`config.mk`:
```
export PLATFORM = sky130hd
export DESIGN_NAME = mcpu_ctrl_hs
export DESIGN_NICKNAME = d
export VERILOG_FILES = /design/src/rtl/mcpu_ctrl_hs.sv
export SDC_FILE = /design/constraint.sdc
export NUM_CORES = 1
export LEC_CHECK = 0
export BUFFER_PORTS_ARGS = -buffer_cell sky130_fd_sc_hd__buf_2
export CAP_MARGIN = 30
export CORE_MARGIN = 3
export CORE_UTILIZATION = 35
export DETAILED_ROUTE_END_ITERATION = 16
export SLEW_MARGIN = 10
export SYNTH_ARGS = -nofsm -noshare
export SYNTH_HDL_FRONTEND = slang
export SYNTH_SLANG_ARGS = --single-unit
export TNS_END_PERCENT = 1
```
`constraint.sdc`:
```
create_clock -name clk -period 2.8 [get_ports clk]
set_input_delay 0.14 -clock clk [delete_from_list [all_inputs] [get_ports clk]]
set_output_delay 0.14 -clock clk [all_outputs]
set_load 0.01 [all_outputs]
```
`src/rtl/mcpu_ctrl_hs.sv`:
```
// mcpu_ctrl_hs: multi-cycle control sequencer for the MCPU datapath.
// Handshakes with memory via mem_req/mem_ready, enters a sticky FAULT
// state on illegal opcodes or when a memory access waits too long.
// Optional JAL link path is compiled in when MCPU_JAL_EN is defined.
module mcpu_ctrl_hs #(
  parameter int MEM_TIMEOUT = 16
) (
  input  logic       clk,
  input  logic       reset,
  input  logic [5:0] opcode,
  input  logic [5:0] funct,
  input  logic       zero,
  input  logic       mem_ready,
  output logic       mem_req,
  output logic       mem_we,
  output logic       pc_we,
  output logic       ir_we,
  output logic       a_we,
  output logic       b_we,
  output logic       ben,
  output logic       reg_we,
  output logic       memin,
  output logic       dst,
  output logic       jal,
  output logic [1:0] regin,
  output logic [1:0] alusrca,
  output logic [1:0] alusrcb,
  output logic [2:0] aluop,
  output logic [1:0] pcsrc,
  output logic [3:0] state,
  output logic       fault
);

  // Wait counter must hold MEM_TIMEOUT-1; keep at least one bit when disabled.
  localparam int CW = (MEM_TIMEOUT > 0) ? $clog2(MEM_TIMEOUT + 1) : 1;
  localparam logic [CW-1:0] WAIT_LAST = (MEM_TIMEOUT > 0) ? CW'(MEM_TIMEOUT - 1) : CW'(0);

  typedef enum logic [3:0] {
    FETCH    = 4'd0,
    DECODE   = 4'd1,
    EXEC_R   = 4'd2,
    WB_R     = 4'd3,
    EXEC_I   = 4'd4,
    WB_I     = 4'd5,
    MEM_ADDR = 4'd6,
    MEM_RD   = 4'd7,
    WB_MEM   = 4'd8,
    MEM_WR   = 4'd9,
    BRANCH   = 4'd10,
    JUMP     = 4'd11,
    JR       = 4'd12,
`ifdef MCPU_JAL_EN
    JAL_LINK = 4'd13,
`endif
    FAULT    = 4'd15
  } state_t;

  state_t          state_r;
  state_t          next_s;
  logic [CW-1:0]   wait_r;
  logic            mem_state_s;
  logic            timeout_s;

  // Flag the states that hold a memory request open and detect an expired wait.
  always_comb begin
    mem_state_s = (state_r == FETCH) || (state_r == MEM_RD) || (state_r == MEM_WR);
    if (MEM_TIMEOUT > 0) begin
      timeout_s = mem_state_s && !mem_ready && (wait_r == WAIT_LAST);
    end else begin
      timeout_s = 1'b0;
    end
  end

  // Next-state selection; any unknown state code falls into FAULT.
  always_comb begin
    next_s = state_r;
    case (state_r)
      FETCH: begin
        if (timeout_s)      next_s = FAULT;
        else if (mem_ready) next_s = DECODE;
        else                next_s = FETCH;
      end
      DECODE: begin
        case (opcode)
          6'h00: begin
            if ((funct == 6'h20) || (funct == 6'h22) || (funct == 6'h2A)) next_s = EXEC_R;
            else if (funct == 6'h08)                                       next_s = JR;
            else                                                           next_s = FAULT;
          end
          6'h23, 6'h2B: next_s = MEM_ADDR;
          6'h04, 6'h05: next_s = BRANCH;
          6'h02:        next_s = JUMP;
`ifdef MCPU_JAL_EN
          6'h03:        next_s = JAL_LINK;
`else
          6'h03:        next_s = FAULT;
`endif
          6'h08:        next_s = EXEC_I;
          default:      next_s = FAULT;
        endcase
      end
      EXEC_R:   next_s = WB_R;
      WB_R:     next_s = FETCH;
      EXEC_I:   next_s = WB_I;
      WB_I:     next_s = FETCH;
      MEM_ADDR: begin
        if (opcode == 6'h23) next_s = MEM_RD;
        else                 next_s = MEM_WR;
      end
      MEM_RD: begin
        if (timeout_s)      next_s = FAULT;
        else if (mem_ready) next_s = WB_MEM;
        else                next_s = MEM_RD;
      end
      WB_MEM:   next_s = FETCH;
      MEM_WR: begin
        if (timeout_s)      next_s = FAULT;
        else if (mem_ready) next_s = FETCH;
        else                next_s = MEM_WR;
      end
      BRANCH:   next_s = FETCH;
      JUMP:     next_s = FETCH;
      JR:       next_s = FETCH;
`ifdef MCPU_JAL_EN
      JAL_LINK: next_s = FETCH;
`endif
      FAULT:    next_s = FAULT;
      default:  next_s = FAULT;
    endcase
  end

  // State register and memory wait counter (cleared on every state change).
  always_ff @(posedge clk) begin
    if (reset) begin
      state_r <= FETCH;
      wait_r  <= CW'(0);
    end else begin
      state_r <= next_s;
      if (next_s != state_r) begin
        wait_r <= CW'(0);
      end else if (mem_state_s && !mem_ready && (MEM_TIMEOUT > 0)) begin
        wait_r <= wait_r + CW'(1);
      end else begin
        wait_r <= wait_r;
      end
    end
  end

  assign state = state_r;

  // Output decode from the current state; reset suppresses every enable.
  always_comb begin
    mem_req = 1'b0;
    mem_we  = 1'b0;
    pc_we   = 1'b0;
    ir_we   = 1'b0;
    a_we    = 1'b0;
    b_we    = 1'b0;
    ben     = 1'b0;
    reg_we  = 1'b0;
    memin   = 1'b0;
    dst     = 1'b0;
    jal     = 1'b0;
    regin   = 2'd0;
    alusrca = 2'd0;
    alusrcb = 2'd0;
    aluop   = 3'd0;
    pcsrc   = 2'd0;
    fault   = 1'b0;
    if (reset) begin
      fault = 1'b0;
    end else begin
      case (state_r)
        FETCH: begin
          mem_req = 1'b1;
          alusrcb = 2'd3;
          pcsrc   = 2'd2;
          ir_we   = mem_ready;
          pc_we   = mem_ready;
        end
        DECODE: begin
          a_we = 1'b1;
          b_we = 1'b1;
          ben  = 1'b1;
        end
        EXEC_R: begin
          alusrca = 2'd1;
          alusrcb = 2'd2;
          case (funct)
            6'h22:   aluop = 3'd1;
            6'h2A:   aluop = 3'd3;
            default: aluop = 3'd0;
          endcase
        end
        WB_R: begin
          reg_we = 1'b1;
          regin  = 2'd1;
        end
        EXEC_I, MEM_ADDR: begin
          alusrca = 2'd1;
          alusrcb = 2'd1;
        end
        WB_I: begin
          reg_we = 1'b1;
          dst    = 1'b1;
          regin  = 2'd1;
        end
        MEM_RD: begin
          mem_req = 1'b1;
          memin   = 1'b1;
        end
        WB_MEM: begin
          reg_we = 1'b1;
          dst    = 1'b1;
        end
        MEM_WR: begin
          mem_req = 1'b1;
          mem_we  = 1'b1;
          memin   = 1'b1;
        end
        BRANCH: begin
          alusrca = 2'd1;
          alusrcb = 2'd2;
          aluop   = 3'd1;
          if (opcode == 6'h04) pc_we = zero;
          else                 pc_we = ~zero;
        end
        JUMP: begin
          pc_we = 1'b1;
          pcsrc = 2'd1;
        end
        JR: begin
          alusrca = 2'd1;
          alusrcb = 2'd2;
          pcsrc   = 2'd2;
          pc_we   = 1'b1;
        end
`ifdef MCPU_JAL_EN
        JAL_LINK: begin
          reg_we = 1'b1;
          jal    = 1'b1;
          regin  = 2'd2;
          pc_we  = 1'b1;
          pcsrc  = 2'd1;
        end
`endif
        FAULT:   fault = 1'b1;
        default: fault = 1'b0;
      endcase
    end
  end

endmodule

```
==> metrics.txt, run 1 <==
status finished clean; Max Cap Violations 0; crit share post-route 0.888; Critical Path, Cell by Cell ha_1 > and3_1 > ha_1 > or4b_1 > a211o_1 > a31o_1 > o21ai_1 > nand2_2 > a2111oi_2; FF-to-FF path depth 9; Critical-path top delay cell or4b_1; CP Data Arrival Time between 2 and 3 ns; 1st-iter DRT viols a little under 90; Gates resized, CTS repair 0; average wire per standard cell 13.7 microns; Die Area ~0.0041 sq mm; DP HPWL ~2.6 mm; Post-Layout Cell Count 242; H-tree Lvls 1; Antenna Nets Post-Route 0; CTS buffer count 3; synth top area cells dfxtp_1 15%, nor3_1 6.9%, nor2_1 4.8%; dpl cell area 0.00135 sq mm; Setup Skew a little over 0.005 ns; Post-synth ARST share 0; Site Rows 20; port bufs 38; Hold Buf Count CTS 0; # Post-CTS Setup Buffers 0; Core Region a little over 0.003 sq mm; Pleak around 0.00055 uW; Die Ht 63.7 microns; n_diodes 0; hold crit path type in2reg; Ys Warns 0; Initial DRT Pass Iterations 4; worst skew pair latency approximately 0.26 ns; first-pass GRT wire length roughly 5.5 mm; nets roughly 220; die width 63.7 microns; area leader, netlist dfxtp_1; crit path max fanout 5; layout cell share with drive strength beyond 1 0.273; largest net degree at the start of global routing 18; via count approximately 1400; CP startpoint kind register; Post-Place Worst Slack ~0.33 ns; Synth Cell Area 0.00116 sq mm; slew margin rel. 0.649; # setup viols final 0; Slew @ Worst Pin 0.525 ns; placed cells ~240; vias in the first global route 1241; Routed WL between 3 and 4 mm; Buf/Inv on CP 0; CTS tree built; total I/O pin count 43; vias per cell about 5.6; Primary FF master, synth dfxtp_1; RSZ-0062 raised after global routing no; FMAX between 400 and 500 MHz; clock slew at reported path FFs approximately 0.060 ns; top-area cell type share of the netlist area 0.155; Final WS setup 0.313 ns; Crit path depth 9; GPL Wtd Cong 0.853; Fin. Hold Viols 0; Mapped Cells around 170; Worst path top cell family by delay compound AO/OA/AOI/OAI gates; Hold Path Depth 2; TNS Setup 0 ns; drc violations 0; Peak VDD IR approximately 0.00032 V; Crit. End Element register; fin area 0.00137 sq mm; number of antenna violations at the first check in global routing 0; WS Path Type reg2reg; #FFs+latches synth 9; fin crit period between 2 and 2.5 ns; CTS sink cnt 9; WP data required 2.96 ns; EDFF count, synth 0; syn_area_per_cell about 7 sq um; Power Dens Cells 783 mW/mm^2; max-slew violations 0; Seq/Total Area, Yosys 0.155; CP dominant cell by count ha_1; Hold Slack between 0.2 and 0.3 ns; Clock Tree Buf Depth 2; Worst path max stage delay about 0.46 ns; Tot GR Track Use 0.165; area grow syn2layout 18.0%; synth unique cells 53; total grt overflow 0; Initial Utilization 0.375; Root Buffer clkbuf_4
[placed cells by master, fill, tap and decap left out, types with 2 or more instances in the layout]
cell type / netlist / routed
a2111oi_0: 2 / 2
a211o_1: 2 / 2
a21o_1: 2 / 2
a21oi_1: 5 / 5
a31oi_1: 5 / 5
and3_1: 3 / 3
and4_1: 2 / 2
buf_2: 2 / 38
buf_4: 6 / 6
clkbuf_4: 0 / 3
conb_1: 1 / 4
dfxtp_1: 9 / 9
ha_1: 2 / 2
inv_1: 5 / 5
nand2_1: 12 / 12
nand3_1: 7 / 7
nand3b_1: 2 / 2
nand4_1: 2 / 2
nand4b_1: 2 / 2
nor2_1: 15 / 15
nor2b_1: 4 / 4
nor3_1: 16 / 16
nor4_1: 2 / 2
o211ai_1: 3 / 3
o21a_1: 2 / 2
o21ai_0: 6 / 6
o21ai_1: 3 / 3
or3_1: 3 / 3
or4_1: 2 / 2
or4b_1: 3 / 3
xnor2_1: 4 / 4
xor2_1: 2 / 2
[report_power, final]
| group | internal [uW] | switching [uW] | total (uW) |
|---|---|---|---|
| clock network | 54.7 | 42.3 | 97.0 |
| logic | 301 | 449 | 750 |
| registers | 159 | 69.0 | 228 |
[synth_stat cells, drive strengths merged (4+ instances only)]
master  count
dfxtp       9
nor2b       4
o21ai       9
buf        12
nor3       16
xnor2       4
nor2       15
inv         6
a31oi       5
nand3       7
nand2      13
clkbuf      7
a21oi       5
[registers in the layout, indices dropped and copies added (netlist names)]
signal  cells
wait_r      5
state       4
[kinds of logic (layout without fill, tap and decap cells)]
| kind of cell | count (synthesis) | in the layout | share of synthesized area |
|---|---|---|---|
| fa+ha+maj | 2 | 2 | 0.0215 |
| simple gates | 79 | 79 | 0.366 |
| compound gates | 43 | 43 | 0.280 |
| buf+inv | 25 | 54 | 0.122 |
| xor+xnor | 6 | 6 | 0.0452 |
| mux | 1 | 1 | 0.00860 |
| other cells | 1 | 4 | 0.00322 |
| flops | 9 | 9 | 0.155 |
[through the flow]
step	util	power [uW]
final	0.442	1070
after global routing	0.442	1190
after CTS	0.442	1070
after detailed placement	0.434	973
after global placement	0.434	960
after floorplan	-	762
[final cells by class]
class | count | area [sq um]
tap | 44 | 55.1
clock buffer | 4 | 26.3
fill | 342 | 1730
inverter | 6 | 22.5
multi-input combinational | 135 | 853
timing repair buffer | 44 | 235
sequential | 9 | 180
[per-layer routing]
layer | wire [microns] | part of all wire | up-vias | GRT usage
li1 | - | - | 680 | -
met1 | 1460 | 0.44 | 608 | 0.206
met2 | 1510 | 0.46 | 69 | 0.287
met3 | 330 | 0.10 | 2 | 0.0463
met4 | 8 | 0.0024 | 0 | 0.0216
met5 | 0 | 0 | - | 0
[worst paths after layout]
path,from,end,slack (ns)
setup / recovery,wait_r[0],wait_r[4],0.31
hold / removal,reset,state[1],0.26
setup reg to reg,wait_r[0],wait_r[4],0.31
hold reg to reg,wait_r[4],wait_r[4],0.55
No activity file was read; power rests on OpenSTA's default activity.
==> run 2: changes to the inputs <==
--- a/config.mk
+++ b/config.mk
@@ -9,9 +9,9 @@
 export CAP_MARGIN = 30
 export CORE_MARGIN = 3
-export CORE_UTILIZATION = 35
+export CORE_UTILIZATION = 49
 export DETAILED_ROUTE_END_ITERATION = 16
+export PLACE_DENSITY = 0.79
 export SLEW_MARGIN = 10
 export SYNTH_ARGS = -nofsm -noshare
 export SYNTH_HDL_FRONTEND = slang
 export SYNTH_SLANG_ARGS = --single-unit
-export TNS_END_PERCENT = 1
==> constraint.sdc (replaced) <==
create_clock -name clk -period 2.8 [get_ports clk]
set_input_delay 0.14 -clock clk [delete_from_list [all_inputs] [get_ports clk]]
set_output_delay 0.14 -clock clk [all_outputs]
set_load 0.1 [all_outputs]
==> metrics.txt, run 2 (synthesis gave the netlist of run 1 again) <==
status finished clean; Initial Utilization 0.521 (+0.146); Core Region 0.00223 sq mm (-28%); crit path max fanout 5 (unchanged); # setup viols final 0 (unchanged); Largest Register wait_r; layout cell share with drive strength beyond 1 0.357 (+0.0844); Worst path max stage delay 0.44 ns (-0.02 ns); Buf/Inv on CP 0 (unchanged); WS Path Type reg2reg; CP dominant cell by count ha_1; Slew @ Worst Pin 0.533 ns (+0.00744 ns); CP startpoint kind register; Setup Skew 0.000903 ns (-0.00422 ns); commonest non-fill, non-tap cell in the layout buf_2; DP HPWL 2.62 mm (about the same); Initial DRT Pass Iterations 6 (+2); Pleak 0.000576 uW (+3.8%); Fin. Hold Viols 0 (unchanged); met3 usage 0.0327 (-0.0136); worst skew pair latency 0.27 ns (about the same); first-pass GRT wire length 5.64 mm (+2.0%); n_diodes 0 (unchanged); Tot GR Track Use 0.254 (+0.0889); Die Area 0.00300 sq mm (-26%); CTS buffer count 3 (unchanged); # Post-CTS Setup Buffers 0 (unchanged); FMAX 389 MHz (-3.3%); Critical-path top delay cell or4b_1; clock slew at reported path FFs 0.06 ns (about the same); 1st-iter DRT viols 49 (-45%); Clock Tree Buf Depth 2 (unchanged); crit share post-route 0.919 (+0.0302); most frequent cells in the layout 38 x buf_2, 12 x nor2_1, 12 x nand2_1; Die Ht 54.7 microns (-14%); Final WS setup 0.228 ns (-0.0846 ns); Peak VDD IR 0.000767 V (+140%); nets 215 (-0.92%); GRT met2 Usage 0.429 (+0.142); GPL Wtd Cong 0.936 (+9.7%); Post-Place Worst Slack 0.279 ns (-0.0502 ns); WP data required 2.95 ns (about the same); largest net degree at the start of global routing 21 (+3); Power Dens Cells 1190 mW/mm^2 (+52%); CP Data Arrival Time 2.72 ns (+0.08 ns); H-tree Lvls 1 (unchanged); Total Power 1770 uW (+64%); RSZ-0062 raised after global routing no; Fill cells 204 (-40%); Critical Path, Cell by Cell ha_1 > and3_1 > ha_1 > or4b_1 > a211o_1 > a31o_1 > o21ai_1 > nand2_2 > a2111oi_2; port bufs 38 (unchanged); CTS sink cnt 9 (unchanged); via count 1408 (+3.6%); average wire per standard cell 15.3 microns (+12%); Gates resized, CTS repair 0 (unchanged); Crit. End Element register; Site Rows 17 (-15%); CTS tree built; drc violations 0 (unchanged); die width 54.7 microns (-14%); Antenna Nets Post-Route 0 (unchanged); slew margin rel. 0.645 (-0.00448); met1 GRT Util 0.328 (+0.122); total I/O pin count 43 (unchanged); Worst path top cell family by delay compound AO/OA/AOI/OAI gates; hold crit path type in2reg; Top Usage Layer GRT met2; number of antenna violations at the first check in global routing 0 (unchanged); Root Buffer clkbuf_4; fin crit period 2.57 ns (+0.0846 ns); Max Cap Violations 0 (unchanged); vias in the first global route 1261 (+1.6%); Routed WL 3.43 mm (+3.7%); max-slew violations 0 (unchanged); total grt overflow 0 (unchanged); area grow syn2layout 27.3%; max FFs per register 5 (unchanged); vias per cell 6.29 (+12%); Hold Buf Count CTS 0 (unchanged)
-- run 2: layout make-up --
class                           count  area [sq um]  area share
Timing Repair Buffer               42           220       0.149
Tap cell                           28          35.0      0.0236
Sequential cell                     9           184       0.124
Inverter                            6          22.5      0.0152
Multi-Input combinational cell    135           993       0.671
Clock buffer                        4          26.3      0.0177
-- run 2: through the flow --
stage | cell area [sq um] | util | hold WS [ns] | setup TNS, ns | instances
after detailed placement | 1460 | 0.652 | 0.551 | 0 | 220
final | 1480 | 0.663 | 0.378 | 0 | 224
after global placement | 1460 | 0.652 | 0.525 | 0 | 220
after global routing | 1480 | 0.663 | 0.403 | 0 | 224
after CTS | 1480 | 0.663 | 0.378 | 0 | 224
after floorplan | 1320 | - | 0.323 | -0.647 | 169
-- run 2: worst reg2reg max path, stage by stage, from the launching register on --
cell and delay [ns]:
dfxtp_1 0.39, ha_1 0.19, and3_1 0.16, ha_1 0.21, or4b_1 0.44, a211o_1 0.34
a31o_1 0.21, o21ai_1 0.09, nand2_2 0.11, a2111oi_2 0.34
-- run 2: metal layers --
metal,up-vias,share of wire
li1,679,-
met1,635,0.41
met2,80,0.49
met3,14,0.072
met4,0,0.025
met5,-,0
-- run 2: report_power, final --
group / total [uW] / internal, uW / leakage (uW) / switching (uW)
logic: 1410 / 327 / 0.000487 / 1080
registers: 251 / 162 / 0.0000744 / 88.9
clock network: 106 / 55.2 / 0.0000150 / 50.9
-- run 2: final timing paths --
| kind | start | end | slack [ns] | cells after the start |
|---|---|---|---|---|
| max | wait_r[0] | wait_r[4] | 0.23 | 9 |
| max reg2reg | wait_r[0] | wait_r[4] | 0.23 | 9 |
| min | reset | state[1] | 0.38 | 2 |
| min reg2reg | wait_r[3] | wait_r[3] | 0.56 | 2 |
==> run 3: changes to the inputs <==
- ABC_AREA: default -> 1
- CTS_CLUSTER_DIAMETER: default -> 80
- PLACE_DENSITY: 0.79 -> 0.8
==> metrics.txt, run 3 <==
Ys Warns 0 (unchanged); Critical Path Source state[2]; # Post-CTS Setup Buffers 0 (unchanged); synth top area cells dfxtp_1 16%, nand2_1 9.8%, nor2_1 8.9%; CTS buffer count 3 (unchanged); top cells by count, synth 30 x nand2_1, 27 x nor2_1, 26 x inv_1, 17 x nand3_1, 14 x a21oi_1; Routed WL 3.11 mm (-9.6%); Power Dens Cells 1210 mW/mm^2 (+1.7%); # setup viols final 0 (unchanged); largest net degree at the start of global routing 17 (-19%); GPL Wtd Cong 0.896 (-4.3%); status finished clean; Largest Register wait_r; max FFs per register 5 (unchanged); Site Rows 16 (-1); CTS sink cnt 9 (unchanged); Initial Utilization 0.549 (+0.0283); area leader, netlist dfxtp_1; CP dominant cell by count inv_1; Core Region 0.00208 sq mm (-6.8%); vias per cell 5.32 (-15%); max-slew violations 0 (unchanged); area grow syn2layout 24.9%; Final WS setup 0.670 ns (+0.442 ns); fin crit period 2.13 ns (-0.442 ns); Root Buffer clkbuf_4; Post-Place Worst Slack 0.978 ns (+0.700 ns); Gates resized, CTS repair 0 (unchanged); RSZ-0062 raised after global routing no; Peak VDD IR 0.00137 V (+79%); Primary FF master, synth dfxtp_1; number of antenna violations at the first check in global routing 0 (unchanged); average wire per standard cell 12.0 microns (-22%); end-of-flow core utilization 0.686 (+0.0230); worst skew pair latency 0.27 ns (about the same); CP startpoint kind register; via count 1379 (-2.1%); nets 251 (+17%); Hold Path Origin reset; WS Path Type reg2out; hold crit path type in2reg; Mapped Cells 194 (+17%); R2R Path Start state[3]; CTS tree built; Synth Cell Area 0.00114 sq mm (-1.7%); drc violations 0 (unchanged); die width 54.3 microns (-0.77%); syn_area_per_cell 5.89 sq um (-16%); crit share post-route 0.761 (-0.158); total grt overflow 0 (unchanged); DP HPWL 2.59 mm (-1.2%); Worst path max stage delay 0.49 ns (+0.05 ns); FMAX 469 MHz (+21%); 1st-iter DRT viols 44 (-10%); Max Cap Violations 0 (unchanged); Post-synth ARST share 0 (unchanged); port bufs 38 (unchanged); Fill cells 203 (-0.49%); layout cell share with drive strength beyond 1 0.409 (+0.0523); EDFF count, synth 0 (unchanged); Die Ht 54.3 microns (-0.77%); crit path max fanout 8 (+3); Clock Tree Buf Depth 2 (unchanged); #FFs+latches synth 9 (unchanged); Seq/Total Area, Yosys 0.158 (+0.00271); fin area 0.00143 sq mm (-3.5%); Hold Buf Count CTS 0 (unchanged); dpl cell area 0.00140 sq mm (-3.6%); Fin. Hold Viols 0 (unchanged); synth unique cells 31 (-42%); Antenna Nets Post-Route 0 (unchanged); count leader, synth nand2_1; first-pass GRT wire length 5.11 mm (-9.4%); Initial DRT Pass Iterations 4 (-2); Critical Path, Cell by Cell nand2_1 > nor2_1 > inv_1 > o21ai_0 > inv_1 > a21oi_2 > buf_2; vias in the first global route 1203 (-4.6%); Pleak 0.000737 uW (+28%); Crit. End Element output port; total I/O pin count 43 (unchanged); CP Data Arrival Time 1.99 ns (-0.73 ns); top-area cell type share of the netlist area 0.158 (+0.00271); Critical-path top delay cell dfxtp_1; Die Area 0.00295 sq mm (-1.5%); n_diodes 0 (unchanged); commonest non-fill, non-tap cell in the layout buf_2; Setup Skew 0.000477 ns (-0.000427 ns); Tot GR Track Use 0.233 (-0.0216); Hold Slack 0.325 ns (-0.0530 ns); most frequent cells in the layout 38 x buf_2, 30 x nand2_1, 26 x inv_1; clock slew at reported path FFs 0.06 ns (about the same); WP data required 2.66 ns (-0.29 ns); H-tree Lvls 1 (unchanged); TNS Setup 0 ns (unchanged)
[run 3: changes by cell type in the layout (fill, tap and decap cells not counted), moves of 9 or more]
| cell | change |
|---|---|
| nor2_2 | +14 |
| nand2_2 | +9 |
| nand3_1 | +10 |
| nor3_1 | -10 |
| nor2_1 | +11 |
| inv_1 | +21 |
| nand2_1 | +18 |
[run 3: worst max-delay path: cells and delay by family, from the launching register on]
family | cells | cell delay, ns
flip-flops | 1 | 0.49
buffers and inverters | 3 | 0.62
AND/OR/NAND/NOR | 2 | 0.40
AO/OA/AOI/OAI | 2 | 0.20
[run 3: per-layer routing]
layer  vias to the layer above  part of all wire  track usage
met3                         5             0.079       0.0599
met2                        55              0.48        0.400
met5                         -                 0            0
li1                        691                 -            -
met1                       628              0.43        0.287
met4                         0            0.0090       0.0539
[run 3: final timing paths]
kind | end | slack [ns] | cells past startpoint
setup / recovery | alusrca[0] | 0.67 | 7
hold / removal | state[0] | 0.33 | 2
setup reg to reg | wait_r[0] | 0.98 | 13
hold reg to reg | wait_r[4] | 0.52 | 2
[run 3: cells by family (layout without fill, tap and decap cells)]
kind of cell             Yosys count  after routing  share of synthesized area
AND/OR/NAND/NOR                  115            115                      0.518
XOR/XNOR                           3              3                     0.0230
adder cells (fa/ha/maj)            2              2                     0.0219
other                              1              4                    0.00328
buffers and inverters             42             77                      0.159
multiplexers                       1              1                    0.00875
AO/OA/AOI/OAI                     21             21                      0.109
flip-flops                         9              9                      0.158
[run 3: area by class of cell]
type                       instances  area (sq um)  area share
clock buffer                       4          26.3      0.0184
sequential                         9           180       0.126
inverter                          35           133      0.0928
multi-input combinational        146           866       0.606
timing repair buffer              38           190       0.133
tap                               27          33.8      0.0236
[run 3: stage by stage]
stage | std cells | total power [uW]
4_1_cts | 259 | 1740
3_3_place_gp | 255 | 1600
3_5_place_dp | 255 | 1630
2_1_floorplan | 197 | 1440
5_1_grt | 259 | 1840
6_report | 259 | 1730
[run 3: report_power, final]
group	switching [uW]	total (uW)	internal (uW)	leakage, uW
clock network	48.1	103	55.1	0.0000150
logic	1140	1410	277	0.000649
registers	58.9	215	156	0.0000732
total	1240	1730	488	0.000737
